`src/rtl/mem_arb_if.sv`:
```
// Bus bundle for mem_arb: fetch port, data port and the shared memory port.
// Handshake: a requester raises *_req with stable address/data and holds it until
// its one-cycle *_ack; *_rdata and err are valid only while that ack is high.
// Memory side: mem_en stays high with stable controls until mem_rdy=1 is sampled.
interface mem_arb_if;
  logic        if_req;
  logic [31:0] if_addr;
  logic        if_ack;
  logic [31:0] if_rdata;
  logic        d_req;
  logic        d_we;
  logic [3:0]  d_be;
  logic [31:0] d_addr;
  logic [31:0] d_wdata;
  logic        d_ack;
  logic [31:0] d_rdata;
  logic        err;
  logic        mem_en;
  logic        mem_we;
  logic [3:0]  mem_be;
  logic [31:0] mem_addr;
  logic [31:0] mem_wdata;
  logic [31:0] mem_rdata;
  logic        mem_rdy;

  modport slave (
    input  if_req, if_addr, d_req, d_we, d_be, d_addr, d_wdata, mem_rdata, mem_rdy,
    output if_ack, if_rdata, d_ack, d_rdata, err,
    output mem_en, mem_we, mem_be, mem_addr, mem_wdata
  );

  modport master (
    output if_req, if_addr, d_req, d_we, d_be, d_addr, d_wdata, mem_rdata, mem_rdy,
    input  if_ack, if_rdata, d_ack, d_rdata, err,
    input  mem_en, mem_we, mem_be, mem_addr, mem_wdata
  );
endinterface

```
`src/rtl/mem_arb.sv`:
```
// Two-port (fetch/data) arbiter onto one memory with a wait-cycle timeout.
// Define MEM_ARB_RR_EN for round-robin tie-break; default is fixed data-port priority.
module mem_arb #(
  parameter int unsigned WAIT_MAX = 15
) (
  input  logic       clk,
  input  logic       rst,
  mem_arb_if.slave   bus,
  output logic [1:0] o_dbg_state
);

  localparam logic [7:0] LP_WAIT_MAX = 8'(WAIT_MAX);

  typedef enum logic [1:0] {
    IDLE = 2'd0,
    BUSY = 2'd1,
    RESP = 2'd2
  } state_t;

  state_t      r_state;
  logic        r_owner_d;
  logic [7:0]  r_wait;
  logic        r_if_ack;
  logic        r_d_ack;
  logic        r_err;
  logic        r_mem_en;
  logic        r_mem_we;
  logic [3:0]  r_mem_be;
  logic [31:0] r_mem_addr;
  logic [31:0] r_mem_wdata;
  logic [31:0] r_if_rdata;
  logic [31:0] r_d_rdata;

  logic        w_any_req;
  logic        w_grant_d;
  logic        w_store;
  logic        w_done;
  logic [7:0]  w_wait_nxt;
  logic [31:0] w_rd_data;

  assign w_any_req = bus.if_req | bus.d_req;

`ifdef MEM_ARB_RR_EN
  logic r_prefer_d;
  assign w_grant_d = bus.d_req & (~bus.if_req | r_prefer_d);
`else
  assign w_grant_d = bus.d_req;
`endif

  assign w_store    = w_grant_d & bus.d_we;
  assign w_wait_nxt = r_wait + 8'd1;
  // A transaction ends on memory completion or when the wait budget runs out.
  assign w_done     = bus.mem_rdy | (w_wait_nxt == LP_WAIT_MAX);
  assign w_rd_data  = (bus.mem_rdy & ~r_mem_we) ? bus.mem_rdata : 32'd0;

  always_ff @(posedge clk or posedge rst) begin
    if (rst) begin
      r_state     <= IDLE;
      r_owner_d   <= 1'b0;
      r_wait      <= 8'd0;
      r_if_ack    <= 1'b0;
      r_d_ack     <= 1'b0;
      r_err       <= 1'b0;
      r_mem_en    <= 1'b0;
      r_mem_we    <= 1'b0;
      r_mem_be    <= 4'd0;
      r_mem_addr  <= 32'd0;
      r_mem_wdata <= 32'd0;
      r_if_rdata  <= 32'd0;
      r_d_rdata   <= 32'd0;
`ifdef MEM_ARB_RR_EN
      r_prefer_d  <= 1'b1;
`endif
    end else begin
      case (r_state)
        IDLE: begin
          if (w_any_req) begin
            r_owner_d   <= w_grant_d;
            r_wait      <= 8'd0;
            r_mem_en    <= 1'b1;
            r_mem_we    <= w_store;
            r_mem_be    <= w_store ? bus.d_be : 4'hF;
            r_mem_addr  <= w_grant_d ? bus.d_addr : bus.if_addr;
            r_mem_wdata <= w_store ? bus.d_wdata : 32'd0;
            r_state     <= BUSY;
`ifdef MEM_ARB_RR_EN
            r_prefer_d  <= ~w_grant_d;
`endif
          end
        end
        BUSY: begin
          if (w_done) begin
            if (r_owner_d) begin
              r_d_ack   <= 1'b1;
              r_d_rdata <= w_rd_data;
            end else begin
              r_if_ack   <= 1'b1;
              r_if_rdata <= w_rd_data;
            end
            r_err       <= ~bus.mem_rdy;
            r_wait      <= 8'd0;
            r_mem_en    <= 1'b0;
            r_mem_we    <= 1'b0;
            r_mem_be    <= 4'd0;
            r_mem_addr  <= 32'd0;
            r_mem_wdata <= 32'd0;
            r_state     <= RESP;
          end else begin
            r_wait <= w_wait_nxt;
          end
        end
        RESP: begin
          r_if_ack <= 1'b0;
          r_d_ack  <= 1'b0;
          r_err    <= 1'b0;
          r_state  <= IDLE;
        end
        default: r_state <= IDLE;
      endcase
    end
  end

  assign bus.if_ack    = r_if_ack;
  assign bus.if_rdata  = r_if_rdata;
  assign bus.d_ack     = r_d_ack;
  assign bus.d_rdata   = r_d_rdata;
  assign bus.err       = r_err;
  assign bus.mem_en    = r_mem_en;
  assign bus.mem_we    = r_mem_we;
  assign bus.mem_be    = r_mem_be;
  assign bus.mem_addr  = r_mem_addr;
  assign bus.mem_wdata = r_mem_wdata;
  assign o_dbg_state   = r_state;

endmodule

```
`src/flat_wrapper.sv`:
```
// flat-port wrapper written by rule: the top's interface ports become plain ports
module mem_arb_flat 
#(
  parameter int unsigned WAIT_MAX = 15
)
  (clk, rst, o_dbg_state, bus_if_req, bus_if_addr, bus_d_req, bus_d_we, bus_d_be, bus_d_addr, bus_d_wdata, bus_mem_rdata, bus_mem_rdy, bus_if_ack, bus_if_rdata, bus_d_ack, bus_d_rdata, bus_err, bus_mem_en, bus_mem_we, bus_mem_be, bus_mem_addr, bus_mem_wdata);
  mem_arb_if bus_i ();
  input  logic clk;
  input  logic rst;
  output logic [1:0] o_dbg_state;
  input wire logic [$bits(bus_i.if_req)-1:0] bus_if_req;
  input wire logic [$bits(bus_i.if_addr)-1:0] bus_if_addr;
  input wire logic [$bits(bus_i.d_req)-1:0] bus_d_req;
  input wire logic [$bits(bus_i.d_we)-1:0] bus_d_we;
  input wire logic [$bits(bus_i.d_be)-1:0] bus_d_be;
  input wire logic [$bits(bus_i.d_addr)-1:0] bus_d_addr;
  input wire logic [$bits(bus_i.d_wdata)-1:0] bus_d_wdata;
  input wire logic [$bits(bus_i.mem_rdata)-1:0] bus_mem_rdata;
  input wire logic [$bits(bus_i.mem_rdy)-1:0] bus_mem_rdy;
  output wire logic [$bits(bus_i.if_ack)-1:0] bus_if_ack;
  output wire logic [$bits(bus_i.if_rdata)-1:0] bus_if_rdata;
  output wire logic [$bits(bus_i.d_ack)-1:0] bus_d_ack;
  output wire logic [$bits(bus_i.d_rdata)-1:0] bus_d_rdata;
  output wire logic [$bits(bus_i.err)-1:0] bus_err;
  output wire logic [$bits(bus_i.mem_en)-1:0] bus_mem_en;
  output wire logic [$bits(bus_i.mem_we)-1:0] bus_mem_we;
  output wire logic [$bits(bus_i.mem_be)-1:0] bus_mem_be;
  output wire logic [$bits(bus_i.mem_addr)-1:0] bus_mem_addr;
  output wire logic [$bits(bus_i.mem_wdata)-1:0] bus_mem_wdata;
  assign bus_i.if_req = bus_if_req;
  assign bus_i.if_addr = bus_if_addr;
  assign bus_i.d_req = bus_d_req;
  assign bus_i.d_we = bus_d_we;
  assign bus_i.d_be = bus_d_be;
  assign bus_i.d_addr = bus_d_addr;
  assign bus_i.d_wdata = bus_d_wdata;
  assign bus_i.mem_rdata = bus_mem_rdata;
  assign bus_i.mem_rdy = bus_mem_rdy;
  assign bus_if_ack = bus_i.if_ack;
  assign bus_if_rdata = bus_i.if_rdata;
  assign bus_d_ack = bus_i.d_ack;
  assign bus_d_rdata = bus_i.d_rdata;
  assign bus_err = bus_i.err;
  assign bus_mem_en = bus_i.mem_en;
  assign bus_mem_we = bus_i.mem_we;
  assign bus_mem_be = bus_i.mem_be;
  assign bus_mem_addr = bus_i.mem_addr;
  assign bus_mem_wdata = bus_i.mem_wdata;
  mem_arb #(.WAIT_MAX(WAIT_MAX)) u_core (.clk(clk), .rst(rst), .bus(bus_i), .o_dbg_state(o_dbg_state));
endmodule
```
`config.mk`:
```
export PLATFORM = sky130hd
export DESIGN_NAME = mem_arb_flat
export DESIGN_NICKNAME = d
export VERILOG_FILES = /design/src/rtl/mem_arb_if.sv /design/src/rtl/mem_arb.sv /design/src/flat_wrapper.sv
export SDC_FILE = /design/constraint.sdc
export NUM_CORES = 1
export LEC_CHECK = 0
export BUFFER_PORTS_ARGS = -buffer_cell sky130_fd_sc_hd__buf_2
export CAP_MARGIN = 40
export CORE_MARGIN = 8
export CORE_UTILIZATION = 38
export DETAILED_ROUTE_END_ITERATION = 6
export PLACE_DENSITY = 0.75
export SLEW_MARGIN = 20
export SYNTH_ARGS = -nofsm -noshare
export SYNTH_HDL_FRONTEND = slang
export SYNTH_SLANG_ARGS = --single-unit
```
`constraint.sdc`:
```
create_clock -name clk -period 12.5 [get_ports clk]
set_input_delay 3.125 -clock clk [delete_from_list [all_inputs] [get_ports clk]]
set_output_delay 3.125 -clock clk [all_outputs]
set_load 0.02 [all_outputs]
```
==> run_summary.xml <==
<?xml version="1.0" encoding="UTF-8"?>
<metrics>
  <group name="cts">
    <metric name="max-clock-path-buffers" unit="">2</metric>
    <metric name="cts_tree" unit="">built</metric>
    <metric name="ctsHoldBuffers" unit="">0</metric>
    <metric name="cts_buffers" unit="">17</metric>
    <metric name="post_cts_resized" unit="">0</metric>
    <metric name="clock_sinks" unit="">148</metric>
    <metric name="worst_skew_pair.late_latency" unit="ns">0.42</metric>
    <metric name="path_clk_slew" unit="ns">0.06</metric>
    <metric name="clockRootBuffer" unit="">sky130_fd_sc_hd__clkbuf_16</metric>
    <metric name="post_cts_buffers" unit="">0</metric>
    <metric name="htree_levels" unit="">4</metric>
  </group>
  <group name="synthesis">
    <metric name="synth_cell_types" unit="">44</metric>
    <metric name="syn-cell-area" unit="sq um">7127</metric>
    <metric name="synth-seq-area-share" unit="">0.5197</metric>
    <metric name="synth_enable_flop_cells" unit="">0</metric>
    <metric name="post_synth_inst_count" unit="">754</metric>
    <metric name="yosys.area.top_type" unit="">sky130_fd_sc_hd__dfrtp_1</metric>
    <metric name="avgSynthCellArea" unit="sq um">9.452</metric>
    <metric name="postSynth.asyncResetShare" unit="">1.000</metric>
    <metric name="yosys.area.top_type_share" unit="">0.5197</metric>
    <metric name="post-synth-top-count-cell" unit="">sky130_fd_sc_hd__dfrtp_1</metric>
    <metric name="yosys_register_bits" unit="">148</metric>
    <metric name="synth_nets" unit="">894</metric>
    <metric name="synth-warning-count" unit="">0</metric>
    <metric name="synthFlopType" unit="">sky130_fd_sc_hd__dfrtp_1</metric>
    <metric name="post_synth_most_frequent_cells" unit="">sky130_fd_sc_hd__dfrtp_1, sky130_fd_sc_hd__inv_1, sky130_fd_sc_hd__a22oi_1</metric>
    <metric name="synth_area_leaders" unit="">sky130_fd_sc_hd__dfrtp_1, sky130_fd_sc_hd__a22oi_1, sky130_fd_sc_hd__inv_1</metric>
  </group>
  <group name="timing">
    <metric name="max_slew_margin" unit="">0.5237</metric>
    <metric name="final_cycle_share" unit="">0.3799</metric>
    <metric name="max_freq" unit="MHz">210.6</metric>
    <metric name="max_slew.worst_pin.slew" unit="ns">0.7145</metric>
    <metric name="final_hold_viol_count" unit="">0</metric>
    <metric name="maxSlewViolCount" unit="">0</metric>
    <metric name="largest_clock_skew_in_the_final_design" unit="ns">0.01386</metric>
    <metric name="min_period" unit="ns">4.749</metric>
    <metric name="fin_tns_setup" unit="ns">0</metric>
    <metric name="grt_setup_unrepaired" unit="">no</metric>
    <metric name="finalSetupViolCount" unit="">0</metric>
  </group>
  <group name="placed_design">
    <metric name="placed_cells_incl_taps" unit="">1226</metric>
    <metric name="dp_hpwl" unit="um">15350</metric>
    <metric name="port_buffers" unit="">276</metric>
    <metric name="routabilityCongestion" unit="">0.8112</metric>
  </group>
  <group name="worst_setup_path">
    <metric name="startpoint" unit="">bus_d_req</metric>
    <metric name="reg2reg_depth" unit="">6</metric>
    <metric name="critical_path_class" unit="">in -&gt; reg</metric>
    <metric name="timing.reg2reg.setup_slack" unit="ns">9.82</metric>
    <metric name="regToRegEndpoint" unit="">u_core.bus.if_rdata[25]</metric>
    <metric name="startpoint_type" unit="">input port</metric>
    <metric name="arrival" unit="ns">5.04</metric>
    <metric name="end_kind" unit="">flip-flop</metric>
    <metric name="path_max_fanout" unit="">63</metric>
    <metric name="timing.critical_path.required" unit="ns">12.79</metric>
    <metric name="worstReg2RegStart" unit="">u_core.r_wait[0]</metric>
  </group>
  <group name="finish">
    <metric name="finalCoreUtilization" unit="">0.4998</metric>
    <metric name="antenna_cells" unit="">0</metric>
    <metric name="post_layout_nonfiller_instances" unit="">1260</metric>
    <metric name="area.growth.synth_to_final" unit="%">30.30</metric>
    <metric name="layout-drive-gt1-share" unit="">0.3509</metric>
    <metric name="nets" unit="">1153</metric>
  </group>
  <group name="routing">
    <metric name="antenna_violating_nets_post_route" unit="">0</metric>
    <metric name="route.detailed.wl_per_inst" unit="um">17.24</metric>
    <metric name="route.final.wire_length" unit="um">21720</metric>
    <metric name="dr_wl_met2" unit="um">10140</metric>
    <metric name="routed-wl-met3" unit="um">1711</metric>
    <metric name="initialDrtViolationCount" unit="">196</metric>
    <metric name="route.vias.total" unit="">6412</metric>
    <metric name="route.top_layer_used" unit="">met5</metric>
    <metric name="drc" unit="">0</metric>
    <metric name="detailedRoute.firstPassIterationCount" unit="">5</metric>
    <metric name="via_per_inst" unit="">5.089</metric>
    <metric name="met1Wirelength" unit="um">9361</metric>
  </group>
  <group name="global_routing">
    <metric name="grt_max_degree" unit="">87</metric>
    <metric name="antenna_found_initial" unit="">1</metric>
    <metric name="grt_first_pass_wirelength" unit="um">35060</metric>
    <metric name="grt_overflow_total" unit="">0</metric>
    <metric name="grt.total_usage" unit="">0.1854</metric>
    <metric name="grt_pass1_vias" unit="">6687</metric>
  </group>
  <group name="min_path">
    <metric name="hold_class" unit="">reg -&gt; reg</metric>
    <metric name="min-delay-start" unit="">u_core.bus.if_ack</metric>
    <metric name="holdPathStages" unit="">1</metric>
    <metric name="whs_endpoint" unit="">u_core.bus.if_ack</metric>
  </group>
  <group name="power">
    <metric name="internal-power" unit="mW">1.255</metric>
    <metric name="power_frac_seq" unit="">0.351</metric>
    <metric name="vdd_drop_max" unit="mV">0.09458</metric>
    <metric name="clkPwrFrac" unit="">0.225</metric>
    <metric name="powerDensity" unit="nW/um^2">237.1</metric>
    <metric name="swShare" unit="">0.4298</metric>
    <metric name="switchingPower" unit="mW">0.9463</metric>
    <metric name="total_leakage_power" unit="nW">4.794</metric>
    <metric name="combPwrFrac" unit="">0.424</metric>
  </group>
  <group name="die">
    <metric name="initial_utilization" unit="">0.3836</metric>
    <metric name="ios" unit="">277</metric>
    <metric name="die_area" unit="sq um">23390</metric>
    <metric name="die_w" unit="um">153.0</metric>
    <metric name="core_area" unit="sq um">18580</metric>
    <metric name="fp.dieH" unit="um">153.0</metric>
    <metric name="row_count" unit="">50</metric>
  </group>
  <group name="run_status">
    <metric name="status" unit="">finished, final reports clean</metric>
  </group>
  <group name="job">
    <metric name="cap_viol_max_count" unit="">0</metric>
  </group>
</metrics>
[sequential cells by signal (all words and copies together) (netlist names)]
name,flops
u_core.bus.d_rdata,32
u_core.bus.if_rdata,32
u_core.bus.mem_addr,32
u_core.bus.mem_wdata,32
u_core.r_wait,8
u_core.bus.mem_be,4
u_core.o_dbg_state,2
u_core.bus.d_ack,1
u_core.bus.err,1
u_core.bus.if_ack,1
u_core.bus.mem_en,1
u_core.bus.mem_we,1
u_core.r_owner_d,1
[layout make-up]
| class | instances | area (sq um) |
|---|---|---|
| Fill cell | 1746 | 9294 |
| Multi-Input combinational cell | 421 | 2665 |
| Inverter | 135 | 511.7 |
| Tap cell | 234 | 292.8 |
| Clock buffer | 19 | 442.9 |
| Timing Repair Buffer | 290 | 1546 |
| Sequential cell | 148 | 3704 |
| Clock inverter | 13 | 123.9 |
[power by group through the flow]
stage	sequential, mW	combinational [mW]	clock [mW]
floorplan	0.948	0.445	0
global placement	0.769	0.917	0
detailed placement	0.776	0.949	0
CTS	0.772	0.946	0.510
global route	0.796	1.03	0.532
finish	0.773	0.933	0.495
[worst max-delay path by stage]
stage / end / slack, ns / cells after the start
after global placement: u_core.bus.mem_wdata[29] / 7.39 / 7
final: u_core.bus.mem_wdata[30] / 7.75 / 7
after floorplan: u_core.bus.d_ack / 5.40 / 1
after detailed placement: u_core.bus.mem_wdata[24] / 7.32 / 7
after global routing: u_core.bus.mem_wdata[24] / 7.57 / 7
after CTS: u_core.bus.mem_wdata[24] / 7.79 / 7
[per-layer routing]
metal  GRT usage  vias to the layer above
met2      0.2986                      263
met5           0                        -
li1            -                     3089
met1      0.2239                     3025
met4     0.07116                        2
met3     0.06654                       33
[worst max-delay path, stage by stage]
cell                      delay, ns
sky130_fd_sc_hd__buf_2         0.08
sky130_fd_sc_hd__buf_4         0.47
sky130_fd_sc_hd__nor3_1        0.12
sky130_fd_sc_hd__or2_2         0.42
sky130_fd_sc_hd__buf_4         0.36
sky130_fd_sc_hd__a22oi_1       0.28
sky130_fd_sc_hd__o21ai_0       0.12
[layout by cell type (no fill, tap or decap), types with 3 or more instances in the layout]
cell type / instances
sky130_fd_sc_hd__o21ai_1: 44
sky130_fd_sc_hd__nand3_1: 6
sky130_fd_sc_hd__clkbuf_16: 17
sky130_fd_sc_hd__nor3_1: 3
sky130_fd_sc_hd__nor2_1: 58
sky130_fd_sc_hd__a31oi_1: 3
sky130_fd_sc_hd__buf_4: 11
sky130_fd_sc_hd__nand2b_1: 3
sky130_fd_sc_hd__nand2_1: 12
sky130_fd_sc_hd__a22oi_1: 95
sky130_fd_sc_hd__buf_2: 276
sky130_fd_sc_hd__o21ai_0: 59
sky130_fd_sc_hd__buf_16: 3
sky130_fd_sc_hd__dfrtp_1: 148
sky130_fd_sc_hd__inv_1: 134
sky130_fd_sc_hd__a21oi_1: 41
sky130_fd_sc_hd__o21ai_2: 31
sky130_fd_sc_hd__clkinv_4: 3
sky130_fd_sc_hd__inv_6: 5
sky130_fd_sc_hd__mux2i_1: 32
sky130_fd_sc_hd__a22o_1: 3
sky130_fd_sc_hd__clkinvlp_4: 3
[stage by stage]
stage               setup WS [ns]  hold slack (ns)  instance area [sq um]  power, mW
floorplan                   5.395           0.5162                   7127      1.393
global placement            7.389           0.4846                   8637      1.686
detailed placement          7.320           0.4983                   8665      1.725
CTS                         7.787           0.5121                   9231      2.228
global route                7.569           0.5295                   9286      2.361
finish                      7.751           0.5069                   9286      2.202
[logic make-up (layout without fill, tap and decap cells)]
| family | Yosys count | after routing | share of synthesized area |
|---|---|---|---|
| AO/OA/AOI/OAI | 289 | 289 | 0.2602 |
| XOR/XNOR | 2 | 2 | 0.002458 |
| flip-flops | 148 | 148 | 0.5197 |
| AND/OR/NAND/NOR | 96 | 96 | 0.05899 |
| adder cells (fa/ha/maj) | 2 | 2 | 0.003511 |
| multiplexers | 32 | 32 | 0.04494 |
| buffers and inverters | 185 | 457 | 0.1103 |
Power figures use the tool's default switching activity.
